<file path="src/rtl/fb_pkg.sv">
// Shared types and constants for the framebuffer arbiter and its fill engine.
package fb_pkg;

  localparam int FB_ADDR_WIDTH  = 16;
  localparam int FB_WORD_SIZE   = 18;
  localparam int FB_NUM_WORDS   = 49152;
  localparam int FB_SCALE_SHIFT = 2;

  typedef logic [FB_ADDR_WIDTH-1:0] fb_addr_t;
  typedef logic [FB_WORD_SIZE-1:0]  fb_pixel_t;

  typedef enum logic [1:0] {
    GRANT_IDLE,
    GRANT_SCAN,
    GRANT_FILL,
    GRANT_HOST
  } fb_grant_e;

  typedef enum logic {
    FILL_IDLE,
    FILL_RUN
  } fb_fill_state_e;

  // Framebuffer word address of a screen pixel: 8 row bits over 8 column bits.
  function automatic logic [15:0] fb_scan_addr(input logic [11:0] x,
                                               input logic [11:0] y,
                                               input int unsigned shift);
    return {8'(y >> shift), 8'(x >> shift)};
  endfunction

endpackage

</file>
<file path="src/rtl/fb_fill_engine.sv">
// Fill/clear engine: walks every framebuffer address once with a latched value,
// advancing only on cycles where the arbiter grants it the memory.
module fb_fill_engine
  import fb_pkg::*;
#(
  parameter int ADDR_WIDTH = FB_ADDR_WIDTH,
  parameter int WORD_SIZE  = FB_WORD_SIZE,
  parameter int NUM_WORDS  = FB_NUM_WORDS
) (
  input  logic                  clk,
  input  logic                  reset,
  input  logic                  fill_start_i,
  input  logic [WORD_SIZE-1:0]  fill_data_i,
  input  logic                  fill_grant_i,
  output logic                  fill_busy_o,
  output logic                  fill_req_o,
  output logic [ADDR_WIDTH-1:0] fill_addr_o,
  output logic [WORD_SIZE-1:0]  fill_wdata_o
);

  localparam logic [ADDR_WIDTH-1:0] LAST_ADDR = ADDR_WIDTH'(NUM_WORDS - 1);

  fb_fill_state_e        state_q;
  logic [ADDR_WIDTH-1:0] ptr_q;
  logic [WORD_SIZE-1:0]  data_q;

  // NOTE: every register here is assigned with <= so all state updates see
  // the pre-edge values; a blocking = would let later lines read new values.
  always_ff @(posedge clk) begin
    if (reset) begin
      state_q <= FILL_IDLE;
      ptr_q   <= '0;
      data_q  <= '0;
    end else if (fill_start_i) begin
      state_q <= FILL_RUN;
      ptr_q   <= '0;
      data_q  <= fill_data_i;
    end else if (state_q == FILL_RUN && fill_grant_i) begin
      if (ptr_q == LAST_ADDR) begin
        state_q <= FILL_IDLE;
        ptr_q   <= '0;
      end else begin
        ptr_q <= ptr_q + ADDR_WIDTH'(1);
      end
    end
  end

  assign fill_busy_o  = (state_q == FILL_RUN);
  // A restart pulse discards the old pass, so no write is requested that cycle.
  assign fill_req_o   = fill_busy_o & ~fill_start_i;
  assign fill_addr_o  = ptr_q;
  assign fill_wdata_o = data_q;

endmodule

</file>
<file path="src/rtl/framebuffer_arbiter.sv">
// One-access-per-clock framebuffer arbiter: scanout reads first, then the fill
// engine, then host writes, with a fixed 2-cycle scanout pipeline.
module framebuffer_arbiter
  import fb_pkg::*;
#(
  parameter int ADDR_WIDTH  = FB_ADDR_WIDTH,
  parameter int WORD_SIZE   = FB_WORD_SIZE,
  parameter int NUM_WORDS   = FB_NUM_WORDS,
  parameter int SCALE_SHIFT = FB_SCALE_SHIFT
) (
  input  logic                  clk,
  input  logic                  reset,
  input  logic                  video_active_in,
  input  logic [11:0]           vga_x,
  input  logic [11:0]           vga_y,
  output logic                  pix_valid,
  output logic [WORD_SIZE-1:0]  pix_data,
  input  logic                  wr_valid,
  input  logic [ADDR_WIDTH-1:0] wr_addr,
  input  logic [WORD_SIZE-1:0]  wr_data,
  output logic                  wr_ready,
  input  logic                  fill_start,
  input  logic [WORD_SIZE-1:0]  fill_data,
  output logic                  fill_busy,
  output logic                  wr_dropped,
  output logic                  mem_read_en,
  output logic                  mem_write_en,
  output logic [ADDR_WIDTH-1:0] mem_addr,
  output logic [WORD_SIZE-1:0]  mem_write_data,
  input  logic [WORD_SIZE-1:0]  mem_read_data
);

  localparam logic [ADDR_WIDTH:0] DEPTH = (ADDR_WIDTH + 1)'(NUM_WORDS);

  fb_grant_e             grant;
  logic                  fill_req;
  logic [ADDR_WIDTH-1:0] fill_addr;
  logic [WORD_SIZE-1:0]  fill_wdata;
  logic                  host_accept;
  logic                  host_in_range;

  logic                  mem_read_en_d,    mem_read_en_q;
  logic                  mem_write_en_d,   mem_write_en_q;
  logic [ADDR_WIDTH-1:0] mem_addr_d,       mem_addr_q;
  logic [WORD_SIZE-1:0]  mem_write_data_d, mem_write_data_q;
  logic                  wr_dropped_d,     wr_dropped_q;
  logic [1:0]            scan_q;
  logic                  pix_valid_q;
  logic [WORD_SIZE-1:0]  pix_data_q;

  fb_fill_engine #(
    .ADDR_WIDTH (ADDR_WIDTH),
    .WORD_SIZE  (WORD_SIZE),
    .NUM_WORDS  (NUM_WORDS)
  ) u_fill (
    .clk          (clk),
    .reset        (reset),
    .fill_start_i (fill_start),
    .fill_data_i  (fill_data),
    .fill_grant_i (grant == GRANT_FILL),
    .fill_busy_o  (fill_busy),
    .fill_req_o   (fill_req),
    .fill_addr_o  (fill_addr),
    .fill_wdata_o (fill_wdata)
  );

  // A same-cycle fill_start already counts as busy, so the fill wins that cycle.
  assign wr_ready      = ~reset & ~video_active_in & ~(fill_busy | fill_start);
  assign host_accept   = wr_valid & wr_ready;
  assign host_in_range = ({1'b0, wr_addr} < DEPTH);

  always_comb begin
    grant = GRANT_IDLE;
    if (video_active_in)                  grant = GRANT_SCAN;
    else if (fill_req)                    grant = GRANT_FILL;
    else if (host_accept & host_in_range) grant = GRANT_HOST;
  end

  // NOTE: every output of this block gets a default first; a path that left
  // one unassigned would infer a latch.
  always_comb begin
    mem_read_en_d    = 1'b0;
    mem_write_en_d   = 1'b0;
    mem_addr_d       = '0;
    mem_write_data_d = '0;
    unique case (grant)
      GRANT_SCAN: begin
        mem_read_en_d = 1'b1;
        mem_addr_d    = ADDR_WIDTH'(fb_scan_addr(vga_x, vga_y, SCALE_SHIFT));
      end
      GRANT_FILL: begin
        mem_write_en_d   = 1'b1;
        mem_addr_d       = fill_addr;
        mem_write_data_d = fill_wdata;
      end
      GRANT_HOST: begin
        mem_write_en_d   = 1'b1;
        mem_addr_d       = wr_addr;
        mem_write_data_d = wr_data;
      end
      default: ;
    endcase
    wr_dropped_d = host_accept & ~host_in_range;
  end

  // scan_q delays the active flag across the address and memory-read stages.
  always_ff @(posedge clk) begin
    if (reset) begin
      mem_read_en_q    <= 1'b0;
      mem_write_en_q   <= 1'b0;
      mem_addr_q       <= '0;
      mem_write_data_q <= '0;
      wr_dropped_q     <= 1'b0;
      scan_q           <= '0;
      pix_valid_q      <= 1'b0;
      pix_data_q       <= '0;
    end else begin
      mem_read_en_q    <= mem_read_en_d;
      mem_write_en_q   <= mem_write_en_d;
      mem_addr_q       <= mem_addr_d;
      mem_write_data_q <= mem_write_data_d;
      wr_dropped_q     <= wr_dropped_d;
      scan_q           <= {scan_q[0], video_active_in};
      pix_valid_q      <= scan_q[1];
      pix_data_q       <= scan_q[1] ? mem_read_data : '0;
    end
  end

  assign mem_read_en    = mem_read_en_q;
  assign mem_write_en   = mem_write_en_q;
  assign mem_addr       = mem_addr_q;
  assign mem_write_data = mem_write_data_q;
  assign wr_dropped     = wr_dropped_q;
  assign pix_valid      = pix_valid_q;
  assign pix_data       = pix_data_q;

endmodule

</file>
<file path="config.mk">
export PLATFORM = sky130hd
export DESIGN_NAME = framebuffer_arbiter
export DESIGN_NICKNAME = d
export VERILOG_FILES = /design/src/rtl/fb_pkg.sv /design/src/rtl/fb_fill_engine.sv /design/src/rtl/framebuffer_arbiter.sv
export SDC_FILE = /design/constraint.sdc
export NUM_CORES = 1
export LEC_CHECK = 0
export ABC_AREA = 1
export CORE_ASPECT_RATIO = 1.25
export CORE_UTILIZATION = 36
export CTS_BUF_LIST = sky130_fd_sc_hd__clkbuf_4 sky130_fd_sc_hd__clkbuf_8
export CTS_CLUSTER_DIAMETER = 60
export CTS_CLUSTER_SIZE = 40
export DETAILED_ROUTE_END_ITERATION = 16
export GPL_TIMING_DRIVEN = 0
export PLACE_DENSITY = 0.71
export SLEW_MARGIN = 30
export SYNTH_ARGS = -nofsm -noshare
export SYNTH_HDL_FRONTEND = slang
export SYNTH_SLANG_ARGS = --single-unit
</file>
<file path="constraint.sdc">
create_clock -name clk -period 1.7 [get_ports clk]
set_input_delay 0.34 -clock clk [delete_from_list [all_inputs] [get_ports clk]]
set_output_delay 0.34 -clock clk [all_outputs]
set_load 0.05 [all_outputs]
</file>
==> Word level (Yosys, flattened, before mapping) <==
Cells that the tools add are included.
{ "totals": {"register_bits": 93, "input_bits": 99, "output_inout_bits": 58, "elab_cells": 48} }
{ "op_classes": {"addsub": 1, "n_lt_le_gt_ge": 1, "n_eq_ne": 4, "n_mux": 11, "bitwise": 13, "n_reduce_logical": 7} }
{ "op_table": {"columns": ["operator", "n"], "rows": [
  ["$pmux 16 s3", 1],
  ["$pmux 18 s2", 1],
  ["$add 16x1->16 const B", 1],
  ["$eq 16x16->1 const B", 1],
  ["$lt 16x16->1 const B", 1],
  ["$mux 16", 1],
  ["$and 1x1->1", 6],
  ["$mux 2", 3],
  ["$not 1->1", 6],
  ["$reduce_or 2->1", 3],
  ["$mux 1", 5],
  ["$eq 2x2->1 const B", 2],
  ["$reduce_bool 2->1", 2],
  ["$eq 2x1->1 const B", 1],
  ["$reduce_and 2->1", 1],
  ["$logic_and 1x1->1", 1],
  ["$or 1x1->1", 1]
]} }

==> Longest topological paths before layout <==
{ "depth": {"ltp_word": 12, "depth_mapped": 10, "ltp_nobuf": 10} }

==> By module <==
From an unflattened synthesis, not the netlist that was laid out.
{ "hier_totals": {"hier_cells": 496, "hier_area_um2": 3828.7} }
{ "by_module_without_submodules": {"columns": ["module", "n_inst", "cells_each", "area_each_um2", "seq_area_each_um2"], "rows": [
  ["framebuffer_arbiter", 1, 284, 2255.9, 1161.1],
  ["fb_fill_engine", 1, 212, 1572.8, 700.7]
]} }

==> Least setup slack after synthesis <==
No wires, ideal clock.
{ "synth_timing": {"path_type": "input to output", "start": "input port fill_start", "end": "output port wr_ready", "arrival_ns": 1.785, "t_required_ns": 1.360, "setup_slack_ns": -0.425, "cell_stages": 4, "n_path_buf": 1, "cell_sequence": "buf_6 -> nor2_4 -> inv_1 -> nor3_1"} }
{ "synth_between": {"elab_chain_len": 3} }
{ "synth_rtl": {"columns": ["element", "line_no", "rtl"], "rows": [
  ["from (decl)", "framebuffer_arbiter.sv:22", "input logic fill_start,"],
  ["$or 1x1->1", "framebuffer_arbiter.sv:68", "assign wr_ready = ~reset & ~video_active_in & ~(fill_busy | fill_start);"],
  ["$not 1->1", "framebuffer_arbiter.sv:68", null],
  ["$and 1x1->1", "framebuffer_arbiter.sv:68", null],
  ["to (decl)", "framebuffer_arbiter.sv:21", "output logic wr_ready,"]
]} }
No other way between the ends.

==> Worst setup path in the final report <==
{ "layout_timing": {"start": "input port video_active_in", "end": "output port wr_ready"} }
{ "layout_between": {"elab_chain_len": 3} }
{ "layout_rtl": {"columns": ["element", "line_no", "rtl"], "rows": [
  ["from (decl)", "framebuffer_arbiter.sv:13", "input logic video_active_in,"],
  ["$not 1->1", "framebuffer_arbiter.sv:68", null],
  ["$and 1x1->1 (2 in a row)", "framebuffer_arbiter.sv:68", null]
]} }
No other way between the ends.

==> reports/summary.txt <==
Leakage: 2.32 nW
RSZ-0062 raised after global routing: false
Sequential area share after synthesis: 52.6%
Reg clk slew, reported paths: 0.09 ns
Reg2reg start: u_fill.fill_addr_o[1]$_SDFFE_PP0P_
# diodes: 0
CP max stage delay: 0.54 ns
PortBufs: 147
Num rows: 40
CP required: 1.36 ns
Slew Limit Fails: 0
Max Fclk: 620 MHz
Via Count: 3442
First-pass DRT Iterations: 4
Mapped cell area: 3540 µm²
CP startpoint kind: primary input
WL final: 10200 µm
Fillers: 923
Clock insertion delay at the later pin of the skew report: 0.37 ns
Syn nets: 547
Min-Delay Path Depth: 3
Count of warnings emitted by yosys: 0
Die H: 113 µm
Final Util: 55.7%
Power Total: 4.37 mW
Post-DP Area: 5170 µm²
DP HPWL: 7750 µm
CP max FO: 10
Grt ovf: 0
Largest net degree at the start of global routing: 15
Critical Path, Cell by Cell: buf_6, clkbuf_1, nor3_4, buf_6
Layout cell share with drive strength beyond 1: 9.33%
Num CTS Buffers: 9
Critical path's slowest cell: clkbuf_1
Synth Area per Inst: 7.92 µm²
Status: completed
Clock root cell: clkbuf_8
I/O pin count: 157
Rel. slew slack: 54.8%
Critical path origin: video_active_in
H-tree Lvls: 3
Data arrival, critical path: 1.27 ns
Vias/cell: 4.67
Hold Path Origin: video_active_in
Initial core utilization: 37.0%
Antenna violations before repair: 0
Drt initial violations: 123
Wire per inst: 13.8 µm
Antenna Nets Post-Route: 0
GRT Total Usage: 20.6%
Most frequent cells in the layout: 93 x nand2_1, 92 x dfxtp_1, 90 x nor2_1
Most common cell after layout, fill and taps aside: nand2_1
Maximum clock path buffer count: 2
DRC errors left: 0
Period utilisation layout: 94.9%
Max-cap violations: 0
Number of global-route vias before repair: 3315
WS Path Type: in -> out
Setup Skew: 0.0117 ns
CP endpoint kind: output port
Die width: 90.7 µm
Distinct cells, synth: 32
Final setup violation count: 0
Shortest period the worst path allows: 1.61 ns
Sink Count: 93
Die area: 10200 µm²
Worst slew pin tran: 0.678 ns
Placer Congestion: 0.850
# nets final: 706
Worst Hold Class: in -> reg
Flops & latches, synth: 93
R2R depth: 9
CTS tree: done
Peak supply drop: 0.327 mV
Final Hold Vio Count: 0
Core area: 9560 µm²
Most used cell, CP: buf_6
Pwr dens: 820 nW/µm²
Layout overhead on the synthesized area: 50.5%
Design area: 5330 µm²
First-pass GRT wire length: 16200 µm
Synthesized instance count: 447
## layer usage
metal / vias up / global-route usage (%) / wire, µm / share of wire [%]
li1: 1721 / - / - / -
met1: 1574 / 22.9 / 4200 / 41
met2: 130 / 36.8 / 5100 / 50
met3: 17 / 6.18 / 637 / 6.3
met4: 0 / 7.96 / 221 / 2.2
met5: - / 0 / 0 / 0
## cell usage after synthesis
| library cell | count | share of area [%] |
|---|---|---|
| a21o_1 | 1 | 0.21 |
| a21oi_1 | 22 | 3.1 |
| a21oi_2 | 1 | 0.25 |
| a22oi_1 | 6 | 1.3 |
| a31oi_1 | 14 | 2.5 |
| buf_1 | 1 | 0.11 |
| buf_2 | 1 | 0.14 |
| buf_4 | 2 | 0.42 |
| buf_6 | 6 | 1.9 |
| buf_8 | 1 | 0.42 |
| clkbuf_1 | 8 | 0.85 |
| clkinv_1 | 1 | 0.11 |
| dfxtp_1 | 93 | 53 |
| ha_1 | 1 | 0.35 |
| inv_1 | 41 | 4.3 |
| inv_2 | 2 | 0.21 |
| inv_4 | 1 | 0.18 |
| nand2_1 | 93 | 9.9 |
| nand2_2 | 12 | 2.1 |
| nand3_1 | 9 | 1.3 |
| nand3_4 | 1 | 0.50 |
| nand4_1 | 2 | 0.35 |
| nand4_4 | 1 | 0.60 |
| nor2_1 | 90 | 9.5 |
| nor2_2 | 2 | 0.35 |
| nor2_4 | 3 | 0.95 |
| nor2_8 | 1 | 0.57 |
| nor3_1 | 8 | 1.1 |
| nor3b_1 | 1 | 0.21 |
| o21ai_0 | 18 | 2.5 |
| xnor2_1 | 2 | 0.50 |
| xor2_1 | 2 | 0.50 |
## cells by family (layout without fill, tap and decap cells)
kind of cell	after synthesis	in the layout	synth area share [%]
XOR/XNOR	4	4	0.990
AND/OR/NAND/NOR	223	223	27.5
AO/OA/AOI/OAI	62	62	9.87
adder cells (fa/ha/maj)	1	1	0.354
flip-flops	93	93	52.6
buffers and inverters	64	228	8.70
## what timing repair did
action / 4_1_cts / 5_1_grt
setup buffers: 1 / 0
endpoints found under the setup margin: 68 / 2
hold buffers: 0 / 0
hold endpoints to repair: 0 / 0
gates resized for setup: 69 / 4
pin swaps: 1 / 0
## worst max-delay path: cells and delay by family
kind / cells / cell delay [ns]
and+or+nand+nor: 1 / 0.08
buffers and inverters: 3 / 0.85
## registers in the layout, indices dropped and copies added, names as in the netlist
signal and count:
pix_valid 1, u_fill.fill_wdata_o 18, mem_read_en 1, u_fill.fill_addr_o 16, u_fill.fill_busy_o 1, mem_write_data 18
mem_addr 16, scan_q 2, pix_data 18, mem_write_en 1, wr_dropped 1
## final timing paths
check	end	slack, ns
max	wr_ready	0.09
max reg2reg	u_fill.fill_addr_o[12]$_SDFFE_PP0P_	0.19
min	scan_q[0]$_SDFF_PP0_	0.27
min reg2reg	scan_q[1]$_SDFF_PP0_	0.43
## metrics by stage
stage | setup slack, ns | setup TNS [ns] | std cells | hold slack (ns)
final | 0.0874 | 0 | 737 | 0.272
after floorplan | 0.00374 | 0 | 447 | 0.388
after CTS | -0.129 | -0.129 | 737 | 0.262
after detailed placement | -0.923 | -16.33 | 720 | 0.398
after global placement | -0.928 | -15.17 | 720 | 0.392
after global routing | 0.00859 | 0 | 737 | 0.269
## power breakdown
part           leakage (nW)  switching (mW)  total, mW  internal, mW
Sequential            0.759          0.0296       2.27          2.24
Combinational          1.46           0.313      0.591         0.277
Clock                 0.103           0.754       1.50         0.748
## cell type report
class	count	area, µm²	area share (%)
plain buffers	19	138	2.58
clock buffers	12	153	2.87
clock inverters	4	47.5	0.893
inverters	45	174	3.27
multi-input cells	290	1380	25.9
flip-flops and latches	93	1860	35.0
well taps	126	158	2.96
repair buffers	148	1410	26.5
(Power assumes the default switching activity.)
